File: config.mk
export PLATFORM = sky130hd
export DESIGN_NAME = dvi_in_timing_monitor
export DESIGN_NICKNAME = d
export VERILOG_FILES = /design/src/rtl/dvi_in_timing_monitor.sv
export SDC_FILE = /design/constraint.sdc
export NUM_CORES = 1
export LEC_CHECK = 0
export ABC_AREA = 1
export CORE_MARGIN = 5
export CORE_UTILIZATION = 60
export DETAILED_ROUTE_END_ITERATION = 10
export GPL_TIMING_DRIVEN = 0
export PLACE_DENSITY = 0.82
export SYNTH_ARGS = -nofsm -noshare
export SYNTH_HDL_FRONTEND = slang
export SYNTH_SLANG_ARGS = --single-unit
File: constraint.sdc
create_clock -name pclk1x -period 2.9 [get_ports pclk1x]
set_clock_uncertainty 0.15 [all_clocks]
set_input_delay 0.725 -clock pclk1x [delete_from_list [all_inputs] [get_ports pclk1x]]
set_output_delay 0.725 -clock pclk1x [all_outputs]
set_load 0.02 [all_outputs]
File: src/rtl/dvi_in_timing_monitor.sv
`default_nettype none
// ============================================================================
// Module      : dvi_in_timing_monitor
// Description : Measures the incoming video mode in the pixel domain. It uses
//               deskewed DE and channel-0 HSYNC/VSYNC. It reports active and
//               total width/height once per frame, a published-frame counter,
//               mode stability, mode-change pulses and a loss-of-signal flag.
// Ports       : pclk1x          - pixel clock (sole clock)
//               rst_ps          - synchronous active-high reset
//               de_i            - deskewed data enable
//               hsync_i/vsync_i - active-high syncs
//               h_active_o      - DE run length of last DE line in the frame
//               h_total_o       - cycles between the last two HSYNC rises
//               v_active_o      - DE lines per frame
//               v_total_o       - HSYNC rises per frame
//               frame_cnt_o     - published frame count (wraps)
//               frame_start_o   - one-cycle pulse when measurements update
//               stable_o        - mode held for STABLE_FRAMES identical frames
//               mode_change_o   - one-cycle pulse when stability is lost
//               no_signal_o     - no VSYNC rise for TIMEOUT_CYCLES cycles
// Revision    : 1.0 - initial release
// ============================================================================
module dvi_in_timing_monitor #(
  parameter int CNT_W          = 12,
  parameter int STABLE_FRAMES  = 3,
  parameter int TIMEOUT_CYCLES = 4194304
) (
  input  logic             pclk1x,
  input  logic             rst_ps,
  input  logic             de_i,
  input  logic             hsync_i,
  input  logic             vsync_i,
  output logic [CNT_W-1:0] h_active_o,
  output logic [CNT_W-1:0] h_total_o,
  output logic [CNT_W-1:0] v_active_o,
  output logic [CNT_W-1:0] v_total_o,
  output logic [15:0]      frame_cnt_o,
  output logic             frame_start_o,
  output logic             stable_o,
  output logic             mode_change_o,
  output logic             no_signal_o
);

  localparam int               TO_W     = $clog2(TIMEOUT_CYCLES + 1);
  localparam int               SC_W     = 4;
  localparam logic [CNT_W-1:0] CNT_MAX  = {CNT_W{1'b1}};
  localparam logic [TO_W-1:0]  TO_LIMIT = TO_W'(TIMEOUT_CYCLES);
  localparam logic [TO_W-1:0]  TO_LAST  = TO_W'(TIMEOUT_CYCLES - 1);
  localparam logic [SC_W-1:0]  SC_MAX   = SC_W'(STABLE_FRAMES);

  typedef enum logic [1:0] {
    ST_UNLOCKED = 2'd0,
    ST_LOCKING  = 2'd1,
    ST_LOCKED   = 2'd2
  } lock_state_e;

  function automatic logic [CNT_W-1:0] sat_inc(input logic [CNT_W-1:0] v);
    sat_inc = (v == CNT_MAX) ? v : v + CNT_W'(1);
  endfunction

  // --------------------------------------------------------------------------
  // Edge detection
  // --------------------------------------------------------------------------
  logic hs_prev_q, vs_prev_q, de_prev_q;
  logic hs_rise, vs_rise, de_rise, de_fall;

  assign hs_rise = hsync_i & ~hs_prev_q;
  assign vs_rise = vsync_i & ~vs_prev_q;
  assign de_rise = de_i & ~de_prev_q;
  assign de_fall = ~de_i & de_prev_q;

  // --------------------------------------------------------------------------
  // Line / frame measurement datapath
  // --------------------------------------------------------------------------
  logic [CNT_W-1:0] h_cnt_q, line_total_q, de_run_q, line_active_q;
  logic [CNT_W-1:0] hs_lines_q, de_lines_q;
  logic [CNT_W-1:0] fr_ha_q, fr_ht_q, fr_va_q, fr_vt_q;
  logic             pub_q;

  always_ff @(posedge pclk1x) begin
    if (rst_ps) begin
      hs_prev_q     <= 1'b0;
      vs_prev_q     <= 1'b0;
      de_prev_q     <= 1'b0;
      h_cnt_q       <= '0;
      line_total_q  <= '0;
      de_run_q      <= '0;
      line_active_q <= '0;
      hs_lines_q    <= '0;
      de_lines_q    <= '0;
      fr_ha_q       <= '0;
      fr_ht_q       <= '0;
      fr_va_q       <= '0;
      fr_vt_q       <= '0;
      pub_q         <= 1'b0;
    end else begin
      hs_prev_q <= hsync_i;
      vs_prev_q <= vsync_i;
      de_prev_q <= de_i;

      // h_cnt counts cycles since the last HSYNC rise, so h_cnt+1 at the next
      // rise is the full line period.
      if (hs_rise) begin
        h_cnt_q      <= '0;
        line_total_q <= sat_inc(h_cnt_q);
      end else begin
        h_cnt_q <= sat_inc(h_cnt_q);
      end

      if (de_rise) begin
        de_run_q <= CNT_W'(1);
      end else if (de_i) begin
        de_run_q <= sat_inc(de_run_q);
      end

      if (de_fall) begin
        line_active_q <= de_run_q;
      end

      // A rise coinciding with VSYNC belongs to the new frame.
      if (vs_rise) begin
        hs_lines_q <= hs_rise ? CNT_W'(1) : '0;
        de_lines_q <= de_rise ? CNT_W'(1) : '0;
      end else begin
        if (hs_rise) hs_lines_q <= sat_inc(hs_lines_q);
        if (de_rise) de_lines_q <= sat_inc(de_lines_q);
      end

      if (vs_rise) begin
        fr_ha_q <= line_active_q;
        fr_ht_q <= line_total_q;
        fr_va_q <= de_lines_q;
        fr_vt_q <= hs_lines_q;
      end

      pub_q <= vs_rise;
    end
  end

  // --------------------------------------------------------------------------
  // Publication, stability and timeout control
  // --------------------------------------------------------------------------
  logic             first_q, first_d;
  logic [TO_W-1:0]  to_cnt_q, to_cnt_d;
  logic             no_signal_q, no_signal_d;
  logic [SC_W-1:0]  stable_cnt_q, stable_cnt_d;
  lock_state_e      state_q, state_d;
  logic             stable_q, stable_d;
  logic             mode_change_q, mode_change_d;
  logic             frame_start_q, frame_start_d;
  logic [15:0]      frame_cnt_q, frame_cnt_d;
  logic [CNT_W-1:0] h_active_q, h_active_d;
  logic [CNT_W-1:0] h_total_q, h_total_d;
  logic [CNT_W-1:0] v_active_q, v_active_d;
  logic [CNT_W-1:0] v_total_q, v_total_d;
  logic             frame_eq;

  // The published outputs double as the "previous frame" for comparison.
  assign frame_eq = (fr_ha_q == h_active_q) && (fr_ht_q == h_total_q) &&
                    (fr_va_q == v_active_q) && (fr_vt_q == v_total_q);

  always_comb begin
    first_d       = first_q;
    to_cnt_d      = to_cnt_q;
    no_signal_d   = no_signal_q;
    stable_cnt_d  = stable_cnt_q;
    frame_cnt_d   = frame_cnt_q;
    frame_start_d = 1'b0;
    h_active_d    = h_active_q;
    h_total_d     = h_total_q;
    v_active_d    = v_active_q;
    v_total_d     = v_total_q;
    state_d       = state_q;
    stable_d      = stable_q;
    mode_change_d = 1'b0;

    if (pub_q) begin
      if (first_q) begin
        // Partial frame since reset or signal loss: drop it.
        first_d = 1'b0;
      end else begin
        h_active_d    = fr_ha_q;
        h_total_d     = fr_ht_q;
        v_active_d    = fr_va_q;
        v_total_d     = fr_vt_q;
        frame_start_d = 1'b1;
        frame_cnt_d   = frame_cnt_q + 16'd1;
        if (frame_eq) begin
          stable_cnt_d = (stable_cnt_q == SC_MAX) ? stable_cnt_q
                                                  : stable_cnt_q + SC_W'(1);
        end else begin
          stable_cnt_d = '0;
        end
      end
    end

    // VSYNC rise has priority over a timeout in the same cycle.
    if (vs_rise) begin
      to_cnt_d    = '0;
      no_signal_d = 1'b0;
    end else if (to_cnt_q != TO_LIMIT) begin
      to_cnt_d = to_cnt_q + TO_W'(1);
      if (to_cnt_q == TO_LAST) begin
        no_signal_d  = 1'b1;
        stable_cnt_d = '0;
        first_d      = 1'b1;
        h_active_d   = '0;
        h_total_d    = '0;
        v_active_d   = '0;
        v_total_d    = '0;
      end
    end

    if (stable_cnt_d == '0) begin
      state_d = ST_UNLOCKED;
    end else if (stable_cnt_d == SC_MAX) begin
      state_d = ST_LOCKED;
    end else begin
      state_d = ST_LOCKING;
    end

    stable_d      = (state_d == ST_LOCKED);
    mode_change_d = (state_q == ST_LOCKED) && (state_d != ST_LOCKED);
  end

  always_ff @(posedge pclk1x) begin
    if (rst_ps) begin
      first_q       <= 1'b1;
      to_cnt_q      <= '0;
      no_signal_q   <= 1'b1;
      stable_cnt_q  <= '0;
      state_q       <= ST_UNLOCKED;
      stable_q      <= 1'b0;
      mode_change_q <= 1'b0;
      frame_start_q <= 1'b0;
      frame_cnt_q   <= '0;
      h_active_q    <= '0;
      h_total_q     <= '0;
      v_active_q    <= '0;
      v_total_q     <= '0;
    end else begin
      first_q       <= first_d;
      to_cnt_q      <= to_cnt_d;
      no_signal_q   <= no_signal_d;
      stable_cnt_q  <= stable_cnt_d;
      state_q       <= state_d;
      stable_q      <= stable_d;
      mode_change_q <= mode_change_d;
      frame_start_q <= frame_start_d;
      frame_cnt_q   <= frame_cnt_d;
      h_active_q    <= h_active_d;
      h_total_q     <= h_total_d;
      v_active_q    <= v_active_d;
      v_total_q     <= v_total_d;
    end
  end

  assign h_active_o    = h_active_q;
  assign h_total_o     = h_total_q;
  assign v_active_o    = v_active_q;
  assign v_total_o     = v_total_q;
  assign frame_cnt_o   = frame_cnt_q;
  assign frame_start_o = frame_start_q;
  assign stable_o      = stable_q;
  assign mode_change_o = mode_change_q;
  assign no_signal_o   = no_signal_q;

endmodule
`default_nettype wire
Word-level counts from Yosys, hierarchy flattened
Index checks and enable logic that the tools add are counted.
{"block": "op_classes", "n_eq_ne": 18, "n_addsub": 7, "mux": 49, "bitwise": 11, "n_reduce_logical": 20}
{"op": "$mux 12", "count": 27}
{"op": "$add 12x1->12 const B", "count": 4}
{"op": "$eq 12x12->1", "count": 4}
{"op": "$eq 12x12->1 const B", "count": 4}
{"op": "$mux 4", "count": 7}
{"op": "$add 23x1->23 const B", "count": 1}
{"op": "$eq 23x22->1 const B", "count": 1}
{"op": "$ne 23x23->1 const B", "count": 1}
{"op": "$add 16x1->16 const B", "count": 1}
{"op": "$mux 1", "count": 13}
{"op": "$reduce_and 2->1", "count": 6}
{"op": "$reduce_bool 2->1", "count": 5}
{"op": "$eq 4x2->1 const B", "count": 2}
{"op": "$ne 2x2->1 const B", "count": 4}
{"op": "$reduce_or 2->1", "count": 4}
{"op": "$not 1->1", "count": 7}
{"op": "$add 4x1->4 const B", "count": 1}
{"op": "$and 1x1->1", "count": 4}
{"op": "$eq 2x2->1 const B", "count": 2}
{"op": "$logic_and 1x1->1", "count": 4}
{"op": "$logic_not 4->1", "count": 1}
{"op": "$mux 2", "count": 2}
{"block": "totals", "output_inout_bits": 68, "in_bits": 5, "regBits": 222, "wordCells": 133}

Longest topological paths before layout
{"block": "depth", "depth_word": 15, "ltp_mapped": 15, "depth_no_buf": 15}

Worst setup path before layout
Ideal clock, no wire load.
{"block": "synth_path", "path_type": "input to register", "start": "input port vsync_i", "end": "register hs_lines_q[9]", "t_arrival_ns": 1.852, "required_time_ns": 2.680, "n_path_buf": 0, "setup_ns": 0.070, "path_slack_ns": 0.828, "cell_stages": 10, "cell_sequence": "inv_1 nor2_2 inv_1 nand2_1 nand2_2 nor2_1 nand2_1 nor2_1 o21ai_1 a21oi_1"}
{"block": "synth_via", "elab_chain_cells": 3, "word_cells_on_any_way": 5, "cone_classes": "1 x eq/ne; 1 x mux; 1 x bitwise; 2 x reduce/logical"}
{"item": "start, declared", "line": "32", "rtl": "input logic vsync_i,"}
{"item": "$and 1x1->1 (*)", "line": "68", "rtl": "assign vs_rise = vsync_i & ~vs_prev_q;"}
{"item": "$ne 2x2->1 (no source line) or $reduce_bool 2->1 (tied branches)"}
{"item": "$reduce_and 2->1 (no source line)"}
{"item": "end signal, assigned", "line": "122", "rtl": "hs_lines_q <= hs_rise ? CNT_W'(1) : '0;"}
{"item": "end signal, assigned", "line": "125", "rtl": "if (hs_rise) hs_lines_q <= sat_inc(hs_lines_q);"}
{"item": "end, declared", "line": "76", "rtl": "logic [CNT_W-1:0] hs_lines_q, de_lines_q;"}
Every way passes the cells marked *; elsewhere a longest branch is shown, timed or not.
A chain may end at the register's enable or synchronous reset.

Final worst setup path
{"block": "layout_path", "start": "input port de_i", "end": "register de_lines_q[9]"}
{"block": "layout_via", "elab_chain_cells": 3}
{"item": "start, declared", "line": "30", "rtl": "input logic de_i,"}
{"item": "$and 1x1->1", "line": "69", "rtl": "assign de_rise = de_i & ~de_prev_q;"}
{"item": "$reduce_bool 2->1 (no source line)"}
{"item": "$reduce_and 2->1 (no source line)"}
{"item": "end signal, assigned", "line": "123", "rtl": "de_lines_q <= de_rise ? CNT_W'(1) : '0;"}
{"item": "end signal, assigned", "line": "126", "rtl": "if (de_rise) de_lines_q <= sat_inc(de_lines_q);"}
{"item": "end, declared", "line": "76"}
No other way between the ends.

==> impl_metrics.ini <==
[status]
status = completed

[synth]
synth_seq_cells = 221
synth_fp_nets = 1302
yosysWarningCount = 0
synthArstFlopShare_pct = 0
synth-edff-count = 0
yosysUniqueCellTypes = 43
postSynthCellCount = 1289
synth-main-ff-cell = dfxtp_1
synth_area_um2 = 9580
avgSynthCellArea_um2 = 7.44
yosysSeqAreaShare_pct = 46.2

[route]
viasPerCell = 5.29
ant_nets = 0
vias = 8554
drt_iter0_drc = 526
drt-wirelength-per-cell_um = 14.6
routed_wl_um = 23600
drt_first_pass_iters = 5
route.detailed.drc = 0

[place]
portBuffers = 72
dpl.cell_count = 1577
gp_routability_congestion = 0.923
dp_hpwl_um = 17200
dpl_worst_slack_ns = -0.420

[critical_path]
cp_max_fo = 6
cpPeakStageDelay_ns = 0.54
crit_path_cell_trace = clkdlybuf4s50_1, inv_1, nor2_1, nand2_1, inv_1, nand2_1, nor3_1, nand2_1, o21ai_0, nand2_1, nor2_1
worstPathArrival_ns = 3.06
r2r_start = to_cnt_q[0]
cp_common_cell = nand2_1
critPathCaptureType = flop
cp-startpoint = de_i
cp_slowest_cell = clkdlybuf4s50_1
startpoint_type = primary input
worstSetupPathType = primary input to flop
worstPathRequired_ns = 3.20

[grt]
grt_pass1_wl_um = 38600
track_usage_pct = 25.4
grt_max_degree = 15
grt_antenna_before_repair = 0
top_usage_layer = met2
grt_pass1_vias = 8162
overflow = 0
met2_usage_pct = 43.0
gr-usage-met1_pct = 33.1
use_met3_pct = 3.89

[pwr]
clock_power_share_pct = 46.2
sw_frac_of_total_pct = 23.3
power_frac_seq_pct = 47.4
ir_drop_mv = 0.501
p_leak_nw = 4.47
pwr-share-comb_pct = 6.3
p_sw_w = 0.00153
p_int_w = 0.00506
p_per_area_nw_per_um2 = 581

[clock_network]
hold_buffers = 0
post-cts-setup-buffers = 0
cts_max_level = 1
clk_path_buf_depth = 3
cts.clk_slew.worst_paths_ns = 0.06
clock_latency_ns = 0.51
cts_tree = done
cts.sinks = 221
root_buffer = clkbuf_16
numCtsBuffers = 23

[timing]
timing.slew.headroom_pct = 51.3
hold_viol = 0
rsz0062_at_grt = false
max_slew.worst_pin.slew_ns = 0.730
whs_ns = 0.296
slew_viol_final = 0
finalSetupViolCount = 0
clock.fmax_mhz = 362
timing.final.crit_share_pct = 95.3
worst_slack_ns = 0.137
min_period_ns = 2.76

[final_layout]
area_delta_synth_final_pct = 18.5
drive_above_1_share_pct = 5.99
finalNonFillerCells = 1618
final_util_pct = 72.0
largest_reg_flops = 23
fin_nets = 1398
diodes = 0
mostFrequentLayoutCells = nand2_1 (252), dfxtp_1 (221), inv_1 (216), nor2_1 (154), o21ai_0 (73)
final_common_cell = nand2_1
top_register = to_cnt_q
nFillCells = 1262

[die]
design.die.area_um2 = 18600
rows = 46
coreArea_um2 = 15800
initial_core_util_pct = 60.8
fp.dieH_um = 136
die_w_um = 136
ioPinCount = 73

[hold_path]
worstHoldStart = to_cnt_q[5]
holdCritPathClass = flop to flop

[run]
cap_viol_max_count = 0
worst max-delay path, delay by kind of cell:
kind            cells  cell delay (ns)
simple gates        7             1.34
buf+inv             3             0.81
compound gates      1             0.18
metrics by stage:
step,setup TNS [ns],power [W],instance area [µm²]
2_1_floorplan,0,0.00345,9580
3_3_place_gp,-11.13,0.00359,10600
3_5_place_dp,-11.23,0.00360,10600
4_1_cts,0,0.00662,11400
5_1_grt,0,0.00679,11400
6_report,0,0.00659,11400
layer usage:
metal  vias to the layer above  wire [µm]
li1                       4345          -
met5                         -          0
met2                       238      10900
met4                         0        814
met1                      3907      10500
met3                        64       1400
final cells by class:
| class | instances | area, µm² | area share [%] |
|---|---|---|---|
| plain buffers | 37 | 168 | 1.48 |
| multi-input cells | 810 | 4160 | 36.7 |
| flip-flops and latches | 221 | 4420 | 39.0 |
| repair buffers | 72 | 721 | 6.35 |
| inverters | 220 | 826 | 7.27 |
| clock buffers | 31 | 646 | 5.69 |
| clock inverters | 11 | 138 | 1.21 |
| well taps | 216 | 270 | 2.38 |
synthesized netlist by cell type (12+ instances only):
library cell	n	area, µm²
nor2_1	154	578
a21oi_1	68	340
nor3_1	25	125
xnor2_1	23	201
nand3_1	32	160
clkbuf_1	28	105
inv_1	216	811
nand2_1	252	946
xor2_1	16	140
a211oi_1	44	330
o22ai_1	45	282
dfxtp_1	221	4420
o21ai_0	73	365
nand4_1	12	75.1
logic make-up after synthesis:
logic type	after synthesis	synth area share [%]
AO/OA/AOI/OAI	258	16.4
XOR/XNOR	39	3.56
adder cells (fa/ha/maj)	8	1.04
buffers and inverters	258	10.4
flip-flops	221	46.2
multiplexers	2	0.222
AND/OR/NAND/NOR	503	22.2
power groups by stage:
stage               sequential, W  clock [W]  combinational, W
detailed placement        0.00319          0          0.000411
global route              0.00313    0.00320          0.000461
floorplan                 0.00321          0          0.000248
finish                    0.00313    0.00305          0.000418
global placement          0.00319          0          0.000401
CTS                       0.00313    0.00308          0.000416
path summary, 6_finish.rpt:
| kind | to | slack [ns] | depth (start not counted) |
|---|---|---|---|
| min reg2reg | to_cnt_q[5] | 0.30 | 1 |
| min | to_cnt_q[5] | 0.30 | 1 |
| max reg2reg | v_active_o[8] | 0.52 | 11 |
| max | de_lines_q[9] | 0.14 | 11 |
repair_timing:
action | CTS | global route
hold endpoints to repair | 0 | 0
gates resized for setup | 0 | 0
setup endpoints to repair | 0 | 10
No activity file was read; power rests on OpenSTA's default activity.
